`src/rtl/cpu_types_pkg.sv`:
```
// Shared CPU-side types: RAM handshake states, data word, and arbiter states.
package cpu_types_pkg;

    typedef logic [31:0] word_t;

    typedef enum logic [1:0] {
        FREE   = 2'd0,
        BUSY   = 2'd1,
        ACCESS = 2'd2,
        ERROR  = 2'd3
    } ramstate_t;

    typedef enum logic [1:0] {
        IDLE = 2'd0,
        IGNT = 2'd1,
        DGNT = 2'd2
    } arb_state_t;

    localparam int unsigned STARVE_MAX_DEF = 4;
    localparam int unsigned RETRY_MAX_DEF  = 3;

endpackage

```
`src/rtl/arb_sat_counter.sv`:
```
// Saturating up-counter with clear priority; sat is high while the count equals MAX.
module arb_sat_counter #(
    parameter int unsigned MAX = 4
) (
    input  logic CLK,
    input  logic nRST,
    input  logic inc,
    input  logic clr,
    output logic sat
);

    localparam int unsigned W = $clog2(MAX + 1);

    logic [W-1:0] count_q;
    logic [W-1:0] count_d;

    always_comb begin
        count_d = count_q;
        if (clr) begin
            count_d = '0;
        end else if (inc && !sat) begin
            count_d = count_q + W'(1);
        end
    end

    always_ff @(posedge CLK or negedge nRST) begin
        if (!nRST) begin
            count_q <= '0;
        end else begin
            count_q <= count_d;
        end
    end

    assign sat = (count_q == W'(MAX));

endmodule

```
`src/rtl/mem_arbiter.sv`:
```
// Single-port RAM arbiter: data has priority, fetches are guaranteed a grant after
// STARVE_MAX consecutive data hits, and ERROR responses are retried up to RETRY_MAX.
module mem_arbiter
    import cpu_types_pkg::*;
#(
    parameter int unsigned STARVE_MAX = STARVE_MAX_DEF,
    parameter int unsigned RETRY_MAX  = RETRY_MAX_DEF
) (
    input  logic        CLK,
    input  logic        nRST,
    input  logic        iREN,
    input  logic [31:0] iaddr,
    output logic [31:0] iload,
    output logic        ihit,
    input  logic        dREN,
    input  logic        dWEN,
    input  logic [31:0] daddr,
    input  logic [31:0] dstore,
    output logic [31:0] dload,
    output logic        dhit,
    output logic        ramREN,
    output logic        ramWEN,
    output logic [31:0] ramaddr,
    output logic [31:0] ramstore,
    input  logic [31:0] ramload,
    input  logic [1:0]  ramstate,
    output logic        fault
);

    arb_state_t state_q, state_d;
    logic       fault_q, fault_d;
    ramstate_t  rs;
    logic       d_pend;
    logic       starve_sat, starve_inc, starve_clr;
    logic       retry_sat, retry_inc, retry_clr;

    assign rs     = ramstate_t'(ramstate);
    assign d_pend = dREN | dWEN;

    always_comb begin
        state_d   = state_q;
        fault_d   = fault_q;
        retry_inc = 1'b0;
        ramREN    = 1'b0;
        ramWEN    = 1'b0;
        ramaddr   = '0;
        ramstore  = '0;
        ihit      = 1'b0;
        dhit      = 1'b0;
        iload     = '0;
        dload     = '0;
        case (state_q)
            IDLE: begin
                if (d_pend && (!starve_sat || !iREN)) begin
                    state_d = DGNT;
                end else if (iREN) begin
                    state_d = IGNT;
                end
            end
            IGNT: begin
                ramaddr = iaddr;
                if (!iREN) begin
                    state_d = IDLE;
                end else begin
                    ramREN = 1'b1;
                    if (rs == ACCESS) begin
                        ihit    = 1'b1;
                        iload   = ramload;
                        state_d = IDLE;
                    end else if (rs == ERROR) begin
                        if (retry_sat) begin
                            fault_d = 1'b1;
                            state_d = IDLE;
                        end else begin
                            retry_inc = 1'b1;
                        end
                    end
                end
            end
            DGNT: begin
                ramaddr  = daddr;
                ramstore = dstore;
                if (!d_pend) begin
                    state_d = IDLE;
                end else begin
                    // A simultaneous read and write request is serviced as a write.
                    ramWEN = dWEN;
                    ramREN = !dWEN;
                    if (rs == ACCESS) begin
                        dhit    = 1'b1;
                        dload   = dWEN ? '0 : ramload;
                        state_d = IDLE;
                    end else if (rs == ERROR) begin
                        if (retry_sat) begin
                            fault_d = 1'b1;
                            state_d = IDLE;
                        end else begin
                            retry_inc = 1'b1;
                        end
                    end
                end
            end
            default: state_d = IDLE;
        endcase
    end

    always_ff @(posedge CLK or negedge nRST) begin
        if (!nRST) begin
            state_q <= IDLE;
            fault_q <= 1'b0;
        end else begin
            state_q <= state_d;
            fault_q <= fault_d;
        end
    end

    assign fault = fault_q;

    // Retry budget is per grant, so it is dropped whenever the grant ends.
    assign retry_clr  = (state_q == IDLE) || ihit || dhit || (fault_d && !fault_q);
    assign starve_inc = dhit && iREN;
    assign starve_clr = ihit || !iREN;

    arb_sat_counter #(.MAX(STARVE_MAX)) u_starve (
        .CLK  (CLK),
        .nRST (nRST),
        .inc  (starve_inc),
        .clr  (starve_clr),
        .sat  (starve_sat)
    );

    arb_sat_counter #(.MAX(RETRY_MAX)) u_retry (
        .CLK  (CLK),
        .nRST (nRST),
        .inc  (retry_inc),
        .clr  (retry_clr),
        .sat  (retry_sat)
    );

endmodule
```
`config.mk`:
```
export PLATFORM = sky130hd
export DESIGN_NAME = mem_arbiter
export DESIGN_NICKNAME = d
export VERILOG_FILES = /design/src/rtl/cpu_types_pkg.sv /design/src/rtl/arb_sat_counter.sv /design/src/rtl/mem_arbiter.sv
export SDC_FILE = /design/constraint.sdc
export NUM_CORES = 1
export LEC_CHECK = 0
export BUFFER_PORTS_ARGS = -buffer_cell sky130_fd_sc_hd__buf_2
export CAP_MARGIN = 25
export CORE_AREA = 4 4 102 104
export CTS_CLUSTER_DIAMETER = 150
export DETAILED_ROUTE_END_ITERATION = 16
export DIE_AREA = 0 0 106 108
export PLACE_DENSITY = 0.59
export REMOVE_ABC_BUFFERS = 1
export SLEW_MARGIN = 10
export SYNTH_ARGS = -nofsm -noshare
export SYNTH_HDL_FRONTEND = slang
export SYNTH_SLANG_ARGS = --single-unit
```
`constraint.sdc`:
```
create_clock -name CLK -period 2.7 [get_ports CLK]
set_clock_uncertainty 0.2 [all_clocks]
set_input_delay 0.54 -clock CLK [delete_from_list [all_inputs] [get_ports CLK]]
set_output_delay 0.54 -clock CLK [all_outputs]
set_load 0.02 [all_outputs]
```
==> metrics.md, run 1 <==
| Metric | Value |
|---|---|
| Worst Path Class, Setup | flop to primary output |
| Slew HR | 68.9% |
| Sequential share of the synthesized area | 11.6% |
| Post-synth top area cell | and3_1 |
| Synth Area per Inst | 6.69 µm² |
| H-tree depth | 1 |
| Die height | 108 µm |
| Clock tree buffer depth | 2 |
| Initial antenna violation count | 0 |
| Ant. Diodes | 0 |
| First-pass GRT wire length | 13,200 µm |
| DRT Pass-1 Iters | 4 |
| Largest net degree at the start of global routing | 66 |
| # DRC | 0 |
| Number of I/O port buffers | 267 |
| Top cells by area, synth | and3_1 23%, a22oi_1 14%, and2_1 12% |
| Synthesized cell area | between 0.0015 and 0.002 mm² |
| Vias in the first global route | 2,610 |
| CTS tree | built |
| Filler cells | 1,059 |
| CTS sink count | 8 |
| Data required, critical path | 1960 ps |
| Run status | finished clean |
| Startpoint types | flop |
| Busiest grt layer | met2 |
| Post-layout nets | 651 |
| Skew-Pair Late Insertion Delay | 240 ps |
| Hold path endpoint | u_retry.count_q[1]$_DFFE_PN0P_ |
| Starting density of the core | 18.1% |
| Total power | 1.97 mW |
| Final-report hold violation count | 0 |
| Final count of negative-setup-slack endpoints | 0 |
| Fin crit period | 2540 ps |
| Cells after Synth | approximately 260 |
| Hold Crit Class | flop to flop |
| Synth Warn # | 0 |
| Drt wl/cell | 14.3 µm |
| Top cell type's share of synthesized area | a little under a quarter |
| Synth cell count leaders | 65 x and3_1, 39 x nor2_1, 33 x a22oi_1, 33 x and2_1, 25 x clkbuf_1 |
| Hold Path Cell Cnt | 2 |
| Synth cell types | 35 |
| Post-detail-place hpwl | 7550 µm |
| Routed wire length | just over 9000 µm |
| Leakage | 2.17 nW |
| Routed vias/inst | 4.49 |
| R2R cell count | 5 |
| Slew Limit Fails | 0 |
| Synth Flop Type | dfrtp_1 |
| Peak supply drop | around 0.34 mV |
| Synthesis-to-finish area growth | 88.0% |
| Met2 GRT Util | 26.0% |
| Total number of vias | around 2,900 |
| Core area | 0.00955 mm² |
| Grt total ovfl | 0 |
| Met3 usage | under 10% |
| RSZ-0062 raised after global routing | no |
| CP endpoint kind | primary output |
| Max FO, Critical Path | 33 |
| Achievable frequency | 0.393 GHz |
| Reg2reg setup slack | 650 ps |
| DRT antenna net count | 0 |
| Post-synthesis register bit count | 8 |
| Count leader, synth | and3_1 |
| Reg clk slew, reported paths | 40 ps |
| Worst slew pin tran | 464 ps |
| Crit path DAT | around 1800 ps |
| TritonCTS buffer count | 3 |
| IO Count | 268 |
| Tot GR Track Use | 14.0% |
| 1st-iter DRT viols | 180 |
| Pwr dens | 604 mW/mm² |
| Root Driver | clkbuf_8 |
| Max-Cap Viols | 0 |
| Layout cells sized above 1 | a little under three fifths |
| Row Count | 36 |
| Met1 Use GR | 17.1% |
| Die ar. | 0.0114 mm² |
| Asr flop ratio synth | 100% |
| Placer Congestion | 0.805 |
| Final Cycle Share | 94.2% |
| HP Start | u_retry.count_q[1]$_DFFE_PN0P_ |
| Die width | approximately 110 µm |
| Post-synth EDFFs | 0 |
| R2R Path Start | state_q[0]$_DFFE_PN0P_ |
| Critical R2R Capture | u_retry.count_q[1]$_DFFE_PN0P_ |
| Finished Core Util | 34.1% |
[sequential cells by signal, indices dropped and copies added (netlist names)]
signal	cells
fault	1
u_retry.count_q	2
u_starve.count_q	3
state_q	2
[placed cells by master, fill, tap and decap left out, types with 3 or more instances in the layout]
master and n:
nor2_1 39, buf_2 267, clkbuf_8 3, nand2_1 3, o31ai_1 4, and2_1 33, a22oi_1 33, buf_12 3
and3_1 65, a211oi_1 3, nand3_1 4, inv_1 5, ha_1 6, dfrtp_1 8
[report_power, final]
part	switching [mW]	internal [mW]
Combinational	1.06	0.599
Sequential	0.0188	0.137
Clock	0.0533	0.0971
[worst max-delay path, cell delays in order, from the launching register on]
cell and delay (ps):
dfrtp_1 420, inv_1 110, ha_2 280, and3b_1 200, buf_6 210, and3_1 190
buf_2 160
[per-layer routing]
| layer | vias to the layer above | wire length, µm |
|---|---|---|
| li1 | 1431 | - |
| met1 | 1336 | 3560 |
| met2 | 99 | 4870 |
| met3 | 7 | 653 |
| met4 | 0 | 87 |
| met5 | - | 0 |
[metrics by stage]
step	worst slack, ps	TNS (ps)	hold WS [ps]	area, µm²	cells
2_1_floorplan	-619	-37380	44.4	1610	230
3_3_place_gp	416	0	191	3200	636
3_5_place_dp	378	0	197	3200	636
4_1_cts	113	0	380	3250	640
5_1_grt	39.6	0	408	3260	640
6_report	156	0	371	3260	640
[worst max path at each step]
stage / to / from / cells past startpoint
3_5_place_dp: dload[19] / state_q[0]$_DFFE_PN0P_ / 6
3_3_place_gp: iload[0] / iREN / 5
6_report: dload[24] / state_q[0]$_DFFE_PN0P_ / 6
4_1_cts: dload[24] / state_q[0]$_DFFE_PN0P_ / 6
5_1_grt: ramREN / state_q[0]$_DFFE_PN0P_ / 7
2_1_floorplan: ramREN / state_q[0]$_DFFE_PN0P_ / 5
[timing repair]
action	4_1_cts	5_1_grt
setup buffers	0	0
endpoints found under the hold margin	8	0
hold buffers	1	0
resized for setup	0	1
endpoints found under the setup margin	0	15
[cell families after synthesis]
group / synth area share, %
compound gates: 21.2
fa+ha+maj: 5.05
buf+inv: 8.23
flops: 11.6
mux: 1.16
simple gates: 52.9
[layout make-up]
class                      count  area, µm²  share of cell area, %
clock buffer                   3       41.3                   1.27
inverter                       6       22.5                  0.691
multi-input combinational    216       1400                   42.8
sequential                     8        200                   6.14
tap                          133        166                   5.11
timing repair buffer         274       1430                   44.0
(Power assumes the default switching activity.)
==> inputs of run 2 (changes only) <==
--- a/config.mk
+++ b/config.mk
@@ -7,11 +7,12 @@
 export LEC_CHECK = 0
 export BUFFER_PORTS_ARGS = -buffer_cell sky130_fd_sc_hd__buf_2
 export CAP_MARGIN = 25
-export CORE_AREA = 4 4 102 104
+export CORE_AREA = 4 4 101 103
 export CTS_CLUSTER_DIAMETER = 150
 export DETAILED_ROUTE_END_ITERATION = 16
-export DIE_AREA = 0 0 106 108
-export PLACE_DENSITY = 0.59
+export DIE_AREA = 0 0 105 107
+export PLACE_DENSITY = 0.62
+export RECOVER_POWER = 50
 export REMOVE_ABC_BUFFERS = 1
 export SLEW_MARGIN = 10
 export SYNTH_ARGS = -nofsm -noshare
==> constraint.sdc (replaced) <==
create_clock -name CLK -period 2.2 [get_ports CLK]
set_clock_uncertainty 0.2 [all_clocks]
set_input_delay 0.44 -clock CLK [delete_from_list [all_inputs] [get_ports CLK]]
set_output_delay 0.44 -clock CLK [all_outputs]
set_load 0.02 [all_outputs]
==> run 2 against run 1 <==
The run now ends with setup timing left. First-iteration DRC count fell by 23%. Cell area up 28%. Wire length up 25%. Critical endpoint is now dload[26].
==> metrics.md, run 2 (synthesis results as in run 1) <==
| Metric | Value |
|---|---|
| Net Switching | 1.67 mW (was 1.13 mW) |
| Peak supply drop | 0.578 mV (was 0.338 mV) |
| Failing checks | setup timing |
| Leakage | 2.33 nW (was 2.17 nW) |
| Post-layout nets | 673 (was 651) |
| Max-Cap Viols | 0 (unchanged) |
| Most used cell along the critical path | buf_6 |
| Filler cells | 919 (was 1,059) |
| Routed vias/inst | 4.81 (was 4.49) |
| Placed insts | 620 (was 636) |
| CP endpoint kind | primary output (unchanged) |
| Top Registers | u_starve.count_q x3, state_q x2, u_retry.count_q x2 (unchanged) |
| Crit path DAT | 1670 ps (was 1800 ps) |
| Max reg flops | 3 (unchanged) |
| Number of I/O port buffers | 267 (unchanged) |
| Routed wire length | 11,400 µm (was 9170 µm) |
| First-pass GRT wire length | 16,100 µm (was 13,200 µm) |
| Final Cycle Share | 105% |
| Combinational share of power | 88.4% (was 84.4%) |
| Starting density of the core | 18.8% (was 18.1%) |
| R2R cell count | 7 (was 5) |
| Post-detail-place hpwl | 7730 µm (was 7550 µm) |
| R2R Path Start | state_q[0]$_DFFE_PN0P_ (unchanged) |
| Sw frac | 52.1% (was 57.7%) |
| Initial antenna violation count | 0 (unchanged) |
| Run status | complete, but fails checks (was finished clean) |
| WP buf/inv | 4 (was 3) |
| CTS tree | built (unchanged) |
| Tot GR Track Use | 17.2% (was 14.0%) |
| Startpoint types | flop (unchanged) |
| Max FO, Critical Path | 8 (was 33) |
| Pwr dens | 768 mW/mm² (was 604 mW/mm²) |
| Total number of vias | 3,079 (was 2,873) |
| CP Launch Point | state_q[0]$_DFFE_PN0P_ (unchanged) |
| Reg with most FFs | u_starve.count_q (unchanged) |
| # DRC | 0 (unchanged) |
| DRT Pass-1 Iters | 5 (was 4) |
| Non-filler cells, final | 640 (unchanged) |
| Highest-delay cell along the critical path | dfrtp_2 (was dfrtp_1) |
| Root Driver | clkbuf_8 (unchanged) |
| Total power | 3.20 mW (was 1.97 mW) |
| Data required, critical path | 1560 ps (was 1960 ps) |
| RSZ-0062 raised after global routing | yes (was no) |
| Core area | 0.00920 mm² (was 0.00955 mm²) |
| Worst hold slack | 353 ps (was 371 ps) |
| Layout cells sized above 1 | 66.4% (was 55.4%) |
| Row Count | 35 (was 36) |
| CTS sink count | 8 (unchanged) |
| Synthesis-to-finish area growth | 141% (was 88.0%) |
| Worst slew pin tran | 479 ps (was 464 ps) |
| DRT antenna net count | 0 (unchanged) |
| Worst Path Class, Setup | flop to primary output (unchanged) |
| Fin crit period | 2310 ps |
| Crit path max-delay family | simple AND/OR/NAND/NOR gates (was buffers and inverters) |
| Final count of negative-setup-slack endpoints | 94 (was 0) |
| H-tree depth | 1 (unchanged) |
| Die ar. | 0.0112 mm² (was 0.0114 mm²) |
| Vias in the first global route | 3,004 (was 2,610) |
| Placer Congestion | 0.873 (was 0.805) |
| Reg2reg setup slack | 140 ps (was 650 ps) |
| Die width | 105 µm (was 106 µm) |
| PnR worst setup slack | -113 ps (was 156 ps) |
| Die height | 107 µm (was 108 µm) |
| DP Worst Slack | 25.8 ps (was 378 ps) |
| Reg clk slew, reported paths | 40 ps (about the same) |
| Hold Crit Class | primary input to flop (was flop to flop) |
| IO Count | 268 (unchanged) |
| Critical R2R Capture | u_retry.count_q[1]$_DFFE_PN0P_ (unchanged) |
| Finished Core Util | 45.4% (was 34.1%) |
| Largest stage delay, worst path | 400 ps (was 420 ps) |
| Skew-Pair Late Insertion Delay | 230 ps (was 240 ps) |
| Seq pwr share | 6.1% (was 7.9%) |
| Commonest cells after routing, fill and taps aside | 177 x buf_2, 60 x buf_4, 46 x and3_1 (was 267 x buf_2, 65 x and3_1, 39 x nor2_1) |
| HP Start | ramstate[0] (was u_retry.count_q[1]$_DFFE_PN0P_) |
| Hold path endpoint | fault$_DFF_PN0_ (was u_retry.count_q[1]$_DFFE_PN0P_) |
| Achievable frequency | 0.432 GHz |
| Ant. Diodes | 0 (unchanged) |
| Hold Path Cell Cnt | 3 (was 2) |
| Slew HR | 68.1% (was 68.9%) |
| 1st-iter DRT viols | 138 (was 180) |
| Clk pwr share | 5.5% (was 7.6%) |
| Largest net degree at the start of global routing | 66 (unchanged) |
| Clock tree buffer depth | 2 (unchanged) |
| Commonest non-fill, non-tap cell in the layout | buf_2 (unchanged) |
| Final-report hold violation count | 0 (unchanged) |
| Grt total ovfl | 0 (unchanged) |
| Slew Limit Fails | 0 (unchanged) |
| Critical-path cell list | inv_2, ha_4, and3b_2, buf_6, buf_16, and3_4, buf_6 (was inv_1, ha_2, and3b_1, buf_6, and3_1, buf_2) |
| TritonCTS buffer count | 3 (unchanged) |
| Drt wl/cell | 17.9 µm (was 14.3 µm) |
| P_int | 1.54 mW (was 0.833 mW) |
==> run 2: worst max path at each step <==
| stage | end | slack [ps] | cells past startpoint |
|---|---|---|---|
| 2_1_floorplan | ramREN | -1020 | 5 |
| 3_3_place_gp | iload[25] | 30 | 6 |
| 3_5_place_dp | iload[25] | 30 | 6 |
| 5_1_grt | dload[26] | -160 | 7 |
| 4_1_cts | dload[14] | -140 | 6 |
| 6_report | dload[26] | -110 | 7 |
==> run 2: tightest hold or removal path, stage by stage <==
cell,delay [ps]
buf_2,140
nand4_1,90
o21ai_0,70
==> run 2: stage by stage <==
| stage | TNS [ps] | instance area (µm²) |
|---|---|---|
| finish | -4140 | 4170 |
| global route | -11710 | 4170 |
| CTS | -7630 | 3860 |
| detailed placement | 0 | 3260 |
| global placement | 0 | 3260 |
| floorplan | -89260 | 1610 |
==> run 2: power groups by stage <==
stage / Clock (mW) / Combinational, mW / Sequential (mW)
floorplan: 0 / 1.26 / 0.186
global placement: 0 / 2.11 / 0.189
detailed placement: 0 / 2.13 / 0.193
CTS: 0.182 / 2.60 / 0.195
global route: 0.190 / 3.02 / 0.201
finish: 0.175 / 2.83 / 0.196
==> run 2: layout make-up <==
cell class                      instances  area [µm²]  area share [%]
Multi-Input combinational cell        216        1630            39.0
Sequential cell                         8         203            4.86
Inverter                                6        25.0           0.600
Timing Repair Buffer                  296        2140            51.2
Tap cell                              111         139            3.33
Clock buffer                            3        41.3           0.990
==> run 2: routing by layer <==
layer	global-route usage [%]	vias up	share of wire, %
li1	-	1481	-
met1	19.8	1458	38
met2	33.7	128	55
met3	3.31	12	6.1
met4	1.97	0	0.88
met5	0	-	0
==> run 2: repair_timing <==
action / in CTS / in global routing
hold endpoints to repair: 8 / 0
pin swaps: 1 / 18
endpoints found under the setup margin: 131 / 132
setup buffers: 7 / 3
gates cloned: 5 / 2
gates resized for setup: 122 / 73
hold buffers: 1 / 0
